`src/rtl/ifft_butterfly_pipe.sv`:
```
// ---------------------------------------------------------------------------
// ifft_butterfly_pipe
//   Three-stage radix-2 DIF inverse butterfly:
//     o_A = A + B
//     o_B = (A - B) * conj(W)
//   Each output component is rounded half-up, optionally divided by 2, and
//   saturated to 16 bits. Stages advance together under a single enable, so
//   the whole pipe stalls when the output holds a beat that is not accepted.
//
// Ports
//   i_CLK      clock, rising edge
//   i_RST      asynchronous active-low reset
//   i_VALID    input beat valid
//   o_READY    block accepts an input beat this cycle
//   i_SCALE    1 = divide both outputs by 2 (travels with the beat)
//   i_A, i_B   complex operands {real[31:16], imag[15:0]}, Q9.6
//   i_TWIDDLE  twiddle W, conjugated internally
//   o_VALID    output beat valid
//   i_READY    downstream accepts the output beat
//   o_A        {Sr, Si} sum result
//   o_B        {Pr, Pi} product result
//   o_SAT      any of the four output components saturated on this beat
// ---------------------------------------------------------------------------
module ifft_butterfly_pipe #(
  parameter int WORD_SZ  = 32,
  parameter int WORD_MID = 16,
  parameter int FRAC     = 6
) (
  input  logic               i_CLK,
  input  logic               i_RST,
  input  logic               i_VALID,
  output logic               o_READY,
  input  logic               i_SCALE,
  input  logic [WORD_SZ-1:0] i_A,
  input  logic [WORD_SZ-1:0] i_B,
  input  logic [WORD_SZ-1:0] i_TWIDDLE,
  output logic               o_VALID,
  input  logic               i_READY,
  output logic [WORD_SZ-1:0] o_A,
  output logic [WORD_SZ-1:0] o_B,
  output logic               o_SAT
);

  localparam int CW = WORD_MID;      // component width
  localparam int DW = CW + 1;        // sum/difference width, never wraps
  localparam int PW = 2 * CW + 2;    // partial product width
  localparam int AW = PW + 2;        // accumulate/round width, headroom for +/- and rounding

  localparam logic signed [AW-1:0] SAT_MAX = AW'(2 ** (CW - 1) - 1);
  localparam logic signed [AW-1:0] SAT_MIN = ~SAT_MAX;

  // Round half-up then arithmetic shift right by k; k = 0 passes through.
  function automatic logic signed [AW-1:0] round_shift(input logic signed [AW-1:0] x,
                                                       input int k);
    logic signed [AW-1:0] half;
    half = '0;
    if (k > 0) begin
      half        = {{(AW-1){1'b0}}, 1'b1} << (k - 1);
      round_shift = (x + half) >>> k;
    end else begin
      round_shift = x;
    end
  endfunction

  // Returns {saturated, clamped component}.
  function automatic logic [CW:0] saturate(input logic signed [AW-1:0] x);
    if (x > SAT_MAX)      saturate = {1'b1, SAT_MAX[CW-1:0]};
    else if (x < SAT_MIN) saturate = {1'b1, SAT_MIN[CW-1:0]};
    else                  saturate = {1'b0, x[CW-1:0]};
  endfunction

  // Operand unpacking, sign-extended so the stage-1 add/sub cannot wrap.
  logic signed [DW-1:0] a_re, a_im, b_re, b_im;
  assign a_re = DW'($signed(i_A[WORD_SZ-1:WORD_MID]));
  assign a_im = DW'($signed(i_A[WORD_MID-1:0]));
  assign b_re = DW'($signed(i_B[WORD_SZ-1:WORD_MID]));
  assign b_im = DW'($signed(i_B[WORD_MID-1:0]));

  // One enable for every stage: bubbles are kept, nothing is collapsed.
  logic en;
  assign en      = !o_VALID || i_READY;
  assign o_READY = en;

  // Stage 1: sum, difference, twiddle, scale.
  logic                 s1_valid, s1_scale;
  logic signed [DW-1:0] s1_sr, s1_si, s1_dr, s1_di;
  logic signed [CW-1:0] s1_wr, s1_wi;

  // Stage 2: four partial products, sum carried along.
  logic                 s2_valid, s2_scale;
  logic signed [DW-1:0] s2_sr, s2_si;
  logic signed [PW-1:0] s2_rr, s2_ii, s2_ir, s2_ri;

  // Stage 3: rounded, saturated outputs.
  logic                 s3_valid, s3_sat;
  logic [WORD_SZ-1:0]   s3_a, s3_b;

  // Stage-3 combinational datapath.
  logic [CW:0] sr_q, si_q, pr_q, pi_q;
  int          k_s, k_p;

  // NOTE: every variable written here gets a value on every path before use,
  // otherwise the block would infer a latch.
  always_comb begin
    k_s  = s2_scale ? 1 : 0;
    k_p  = s2_scale ? FRAC + 1 : FRAC;
    sr_q = saturate(round_shift(AW'(s2_sr), k_s));
    si_q = saturate(round_shift(AW'(s2_si), k_s));
    // conj(W) flips the sign of Wi: (Dr + jDi)(Wr - jWi).
    pr_q = saturate(round_shift(AW'(s2_rr) + AW'(s2_ii), k_p));
    pi_q = saturate(round_shift(AW'(s2_ir) - AW'(s2_ri), k_p));
  end

  // NOTE: sequential state uses non-blocking assignments so every stage
  // samples the previous stage's value from before the edge.
  always_ff @(posedge i_CLK or negedge i_RST) begin
    if (!i_RST) begin
      s1_valid <= 1'b0;
      s1_scale <= 1'b0;
      s1_sr    <= '0;
      s1_si    <= '0;
      s1_dr    <= '0;
      s1_di    <= '0;
      s1_wr    <= '0;
      s1_wi    <= '0;
      s2_valid <= 1'b0;
      s2_scale <= 1'b0;
      s2_sr    <= '0;
      s2_si    <= '0;
      s2_rr    <= '0;
      s2_ii    <= '0;
      s2_ir    <= '0;
      s2_ri    <= '0;
      s3_valid <= 1'b0;
      s3_sat   <= 1'b0;
      s3_a     <= '0;
      s3_b     <= '0;
    end else if (en) begin
      s1_valid <= i_VALID;
      s1_scale <= i_SCALE;
      s1_sr    <= a_re + b_re;
      s1_si    <= a_im + b_im;
      s1_dr    <= a_re - b_re;
      s1_di    <= a_im - b_im;
      s1_wr    <= $signed(i_TWIDDLE[WORD_SZ-1:WORD_MID]);
      s1_wi    <= $signed(i_TWIDDLE[WORD_MID-1:0]);

      s2_valid <= s1_valid;
      s2_scale <= s1_scale;
      s2_sr    <= s1_sr;
      s2_si    <= s1_si;
      s2_rr    <= PW'(s1_dr) * PW'(s1_wr);
      s2_ii    <= PW'(s1_di) * PW'(s1_wi);
      s2_ir    <= PW'(s1_di) * PW'(s1_wr);
      s2_ri    <= PW'(s1_dr) * PW'(s1_wi);

      s3_valid <= s2_valid;
      s3_sat   <= sr_q[CW] | si_q[CW] | pr_q[CW] | pi_q[CW];
      s3_a     <= {sr_q[CW-1:0], si_q[CW-1:0]};
      s3_b     <= {pr_q[CW-1:0], pi_q[CW-1:0]};
    end
  end

  assign o_VALID = s3_valid;
  assign o_A     = s3_a;
  assign o_B     = s3_b;
  assign o_SAT   = s3_sat;

endmodule
```
`config.mk`:
```
export PLATFORM = sky130hd
export DESIGN_NAME = ifft_butterfly_pipe
export DESIGN_NICKNAME = d
export VERILOG_FILES = /design/src/rtl/ifft_butterfly_pipe.sv
export SDC_FILE = /design/constraint.sdc
export NUM_CORES = 2
export LEC_CHECK = 0
export CAP_MARGIN = 20
export CORE_ASPECT_RATIO = 1.5
export CORE_MARGIN = 4
export CORE_UTILIZATION = 65
export CTS_CLUSTER_SIZE = 20
export DETAILED_ROUTE_END_ITERATION = 8
export PLACE_DENSITY = 0.83
export SLEW_MARGIN = 10
export SYNTH_ARGS = -nofsm -noshare
export SYNTH_HDL_FRONTEND = slang
export SYNTH_SLANG_ARGS = --single-unit
```
`constraint.sdc`:
```
create_clock -name i_CLK -period 8.8 [get_ports i_CLK]
set_input_delay 2.64 -clock i_CLK [delete_from_list [all_inputs] [get_ports i_CLK]]
set_output_delay 2.64 -clock i_CLK [all_outputs]
set_load 0.02 [all_outputs]
```
==> impl_metrics.yaml <==
clock_network:
  clockRootBuffer: "clkbuf_16"
  clkLatencyLatePin_ps: 620
  cts_sinks: 334
  cts.clk_slew.worst_paths_ps: 60
  ctsResizeCount: 0
  cts_tree: "yes"
  postCtsSetupRepairBufs: 0
  hold_buffers: 0
  cts_made_buffers: 41
  clockBufferDepth: 3
  htreeDepth: 2
synth:
  synth_nets: 8901
  synthesis.area_um2: 62700
  yosysWarnings: 0
  synth_flop_cell: "dfrtp_1"
  synth_seq_cells: 334
  avgSynthCellArea_um2: 8.68
  syn_inst: 7220
  synth_edf_count: 0
  yosysSeqAreaShare_pct: 13.3
  ys_types: 103
  async_reset_ff_share_pct: 100
sta:
  fin_crit_sh_pct: 90.0
  finalSetupViolCount: 0
  setup_tns_ps: 0
  tightest_slew_ps: 1220
  max_freq_ghz: 0.126
  period_needed_ps: 7920
  finalClockSkew_ps: 35.2
  slew_violations: 0
  hold_viol: 0
  rsz0062_at_grt: "false"
  slew_headroom_pct: 18.4
critical_path:
  crit_type: "flip-flop to flip-flop"
  crit_path_start_kind: "flip-flop"
  crit_fanout: 22
  end_kind: "flip-flop"
  worst-endpoint-required_ps: 9220
  crit_arrival_ps: 8340
global_routing:
  met1_usage_pct: 40.4
  top_usage_layer: "met2"
  met2_usage_pct: 56.1
  overflow: 0
  track_usage_pct: 35.0
  grt_pass1_vias: 53600
  grt_start_max_net_pins: 125
  grt_pass1_wl_um: 279000
  antenna_found_initial: 7
  grt_use_met3_pct: 6.65
routing:
  ant_nets: 0
  viasPerCell: 5.94
  vias: 50400
  drc: 0
  drtIter0Drc: 4293
  firstDrtPassIters: 7
  wl_per_cell_um: 20.5
  drt_wl_total_um: 174000
finish:
  syn_to_final_growth_pct: 6.70
  fin_nets: 8862
  drive_gt1_share_pct: 3.44
run:
  drv_cap: 0
placement:
  io_buffers: 167
  place.gp.congestion: 0.980
  hpwl_um: 139000
die:
  die_x_um: 262
  start_util_pct: 65.5
  io_pins: 168
  core_um2: 95700
  die-area_um2: 102000
  die_h_um: 388
  rows: 139
status:
  status: "complete, no violations"
hold_path:
  min-delay-path-class: "flip-flop to flip-flop"
[registers in the layout, summed over array words and instances, names as in the netlist]
name and flops:
o_A 32, o_B 32, o_SAT 1, o_VALID 1, s1_di 16, s1_dr 16, s1_scale 1, s1_si 17
s1_sr 17, s1_valid 1, s1_wi 16, s1_wr 16, s2_ii 33, s2_ir 33, s2_ri 33, s2_rr 33
s2_scale 1, s2_si 17, s2_sr 17, s2_valid 1
[critical path: stages (launching register included)]
cell,delay [ps]
dfrtp_1,660
buf_4,370
nand2_1,130
fa_1,540
inv_1,60
fa_1,410
inv_1,90
fa_1,430
fa_1,560
inv_1,50
fa_1,470
inv_1,50
fa_1,470
inv_1,40
ha_1,330
and2_0,250
a221o_1,340
o21ai_0,270
a31oi_1,170
a41oi_1,380
a21oi_1,240
a41o_1,330
o41a_1,320
a21oi_1,260
nor2_1,120
o2111ai_1,200
a41oi_1,150
[through the flow]
stage	instances	utilization [%]	area (um^2)	worst slack (ps)	hold slack, ps
4_1_cts	8481	69.9	66900	1010	464
3_3_place_gp	8404	68.3	65400	1030	446
2_1_floorplan	7220	-	62700	1880	430
3_5_place_dp	8406	68.4	65400	1100	449
6_report	8485	69.9	66900	880	462
5_1_grt	8483	69.9	66900	500	489
[layer usage]
metal | wire (um) | up-vias
li1 | - | 22400
met3 | 14100 | 742
met4 | 19100 | 6
met1 | 58800 | 25000
met5 | 41 | -
met2 | 81600 | 2294
[layout by cell type, fill, tap and decap left out, drive strengths merged, types with 16 or more instances in the layout]
cell / Yosys / final
o211ai: 37 / 37
a211oi: 29 / 29
clkbuf: 322 / 45
ha: 470 / 470
mux2i: 17 / 17
nor3: 68 / 68
clkinv: 1 / 17
clkdlybuf4s50: 0 / 166
nor2b: 28 / 28
nand4: 41 / 41
nor4: 16 / 16
o31ai: 46 / 46
or2: 16 / 16
xnor2: 149 / 149
dfrtp: 334 / 334
nand3: 67 / 67
a21oi: 355 / 355
nor3b: 17 / 17
a31oi: 37 / 37
o21ai: 237 / 237
buf: 26 / 100
o21a: 22 / 22
nand2b: 94 / 94
a21o: 63 / 63
and3: 43 / 43
xor2: 89 / 89
fa: 1110 / 1110
and2: 447 / 447
o21bai: 36 / 36
a21boi: 23 / 23
nor2: 319 / 319
inv: 1321 / 1325
nand2: 1134 / 1134
or3: 27 / 27
[cells in the mapped netlist, types with 22 or more instances]
| master | n | area share [%] |
|---|---|---|
| a211oi_1 | 26 | 0.31 |
| a21boi_0 | 22 | 0.26 |
| a21o_1 | 62 | 0.74 |
| a21oi_1 | 345 | 2.8 |
| a31oi_1 | 37 | 0.37 |
| and2_1 | 445 | 4.4 |
| and3_1 | 43 | 0.43 |
| clkbuf_1 | 321 | 1.9 |
| dfrtp_1 | 334 | 13 |
| fa_1 | 1110 | 35 |
| ha_1 | 470 | 9.4 |
| inv_1 | 1321 | 7.9 |
| nand2_1 | 1134 | 6.8 |
| nand2b_1 | 94 | 0.94 |
| nand3_1 | 67 | 0.53 |
| nand4_1 | 38 | 0.38 |
| nor2_1 | 318 | 1.9 |
| nor2b_1 | 28 | 0.28 |
| nor3_1 | 66 | 0.53 |
| o211ai_1 | 37 | 0.44 |
| o21a_1 | 22 | 0.26 |
| o21ai_0 | 216 | 1.7 |
| o21bai_1 | 36 | 0.43 |
| o31ai_1 | 45 | 0.54 |
| or3_1 | 26 | 0.26 |
| xnor2_1 | 149 | 2.1 |
| xor2_1 | 89 | 1.2 |
[path summary, 6_finish.rpt]
| path | start | to | slack, ps | cells past startpoint |
|---|---|---|---|---|
| setup reg to reg | s1_dr[8]$_DFFE_PN0P_ | s2_ri[32]$_DFFE_PN0P_ | 880 | 26 |
| setup / recovery | s1_dr[8]$_DFFE_PN0P_ | s2_ri[32]$_DFFE_PN0P_ | 880 | 26 |
| max in group asynchronous | i_RST | s2_scale$_DFFE_PN0P_ | 5180 | 2 |
| hold reg to reg | s2_valid$_DFFE_PN0P_ | s2_valid$_DFFE_PN0P_ | 460 | 2 |
| hold / removal | s2_valid$_DFFE_PN0P_ | s2_valid$_DFFE_PN0P_ | 460 | 2 |
| min in group asynchronous | i_RST | s2_ii[29]$_DFFE_PN0P_ | 2090 | 1 |
[final cells by class]
cell class	instances	area [um^2]
diodes	3	7.51
clock buffers	45	1070
clock inverters	30	404
fillers	7243	28800
inverters	1322	4970
multi-input cells	5216	48000
flip-flops and latches	334	8360
well taps	1269	1590
repair buffers	266	2470
[logic make-up (layout without fill, tap and decap cells)]
group | after synthesis | after routing | share of synthesized area [%]
compound gates | 1013 | 1013 | 10.2
xor+xnor | 238 | 238 | 3.32
fa+ha+maj | 1580 | 1580 | 44.8
buf+inv | 1670 | 1663 | 10.1
flops | 334 | 334 | 13.3
mux | 24 | 24 | 0.417
other cells | 0 | 3 | 0
simple gates | 2361 | 2361 | 17.9
Power is left out: the tool's default activity adds up to more than one toggle a clock period on the data nets, which glitch-free logic cannot reach.
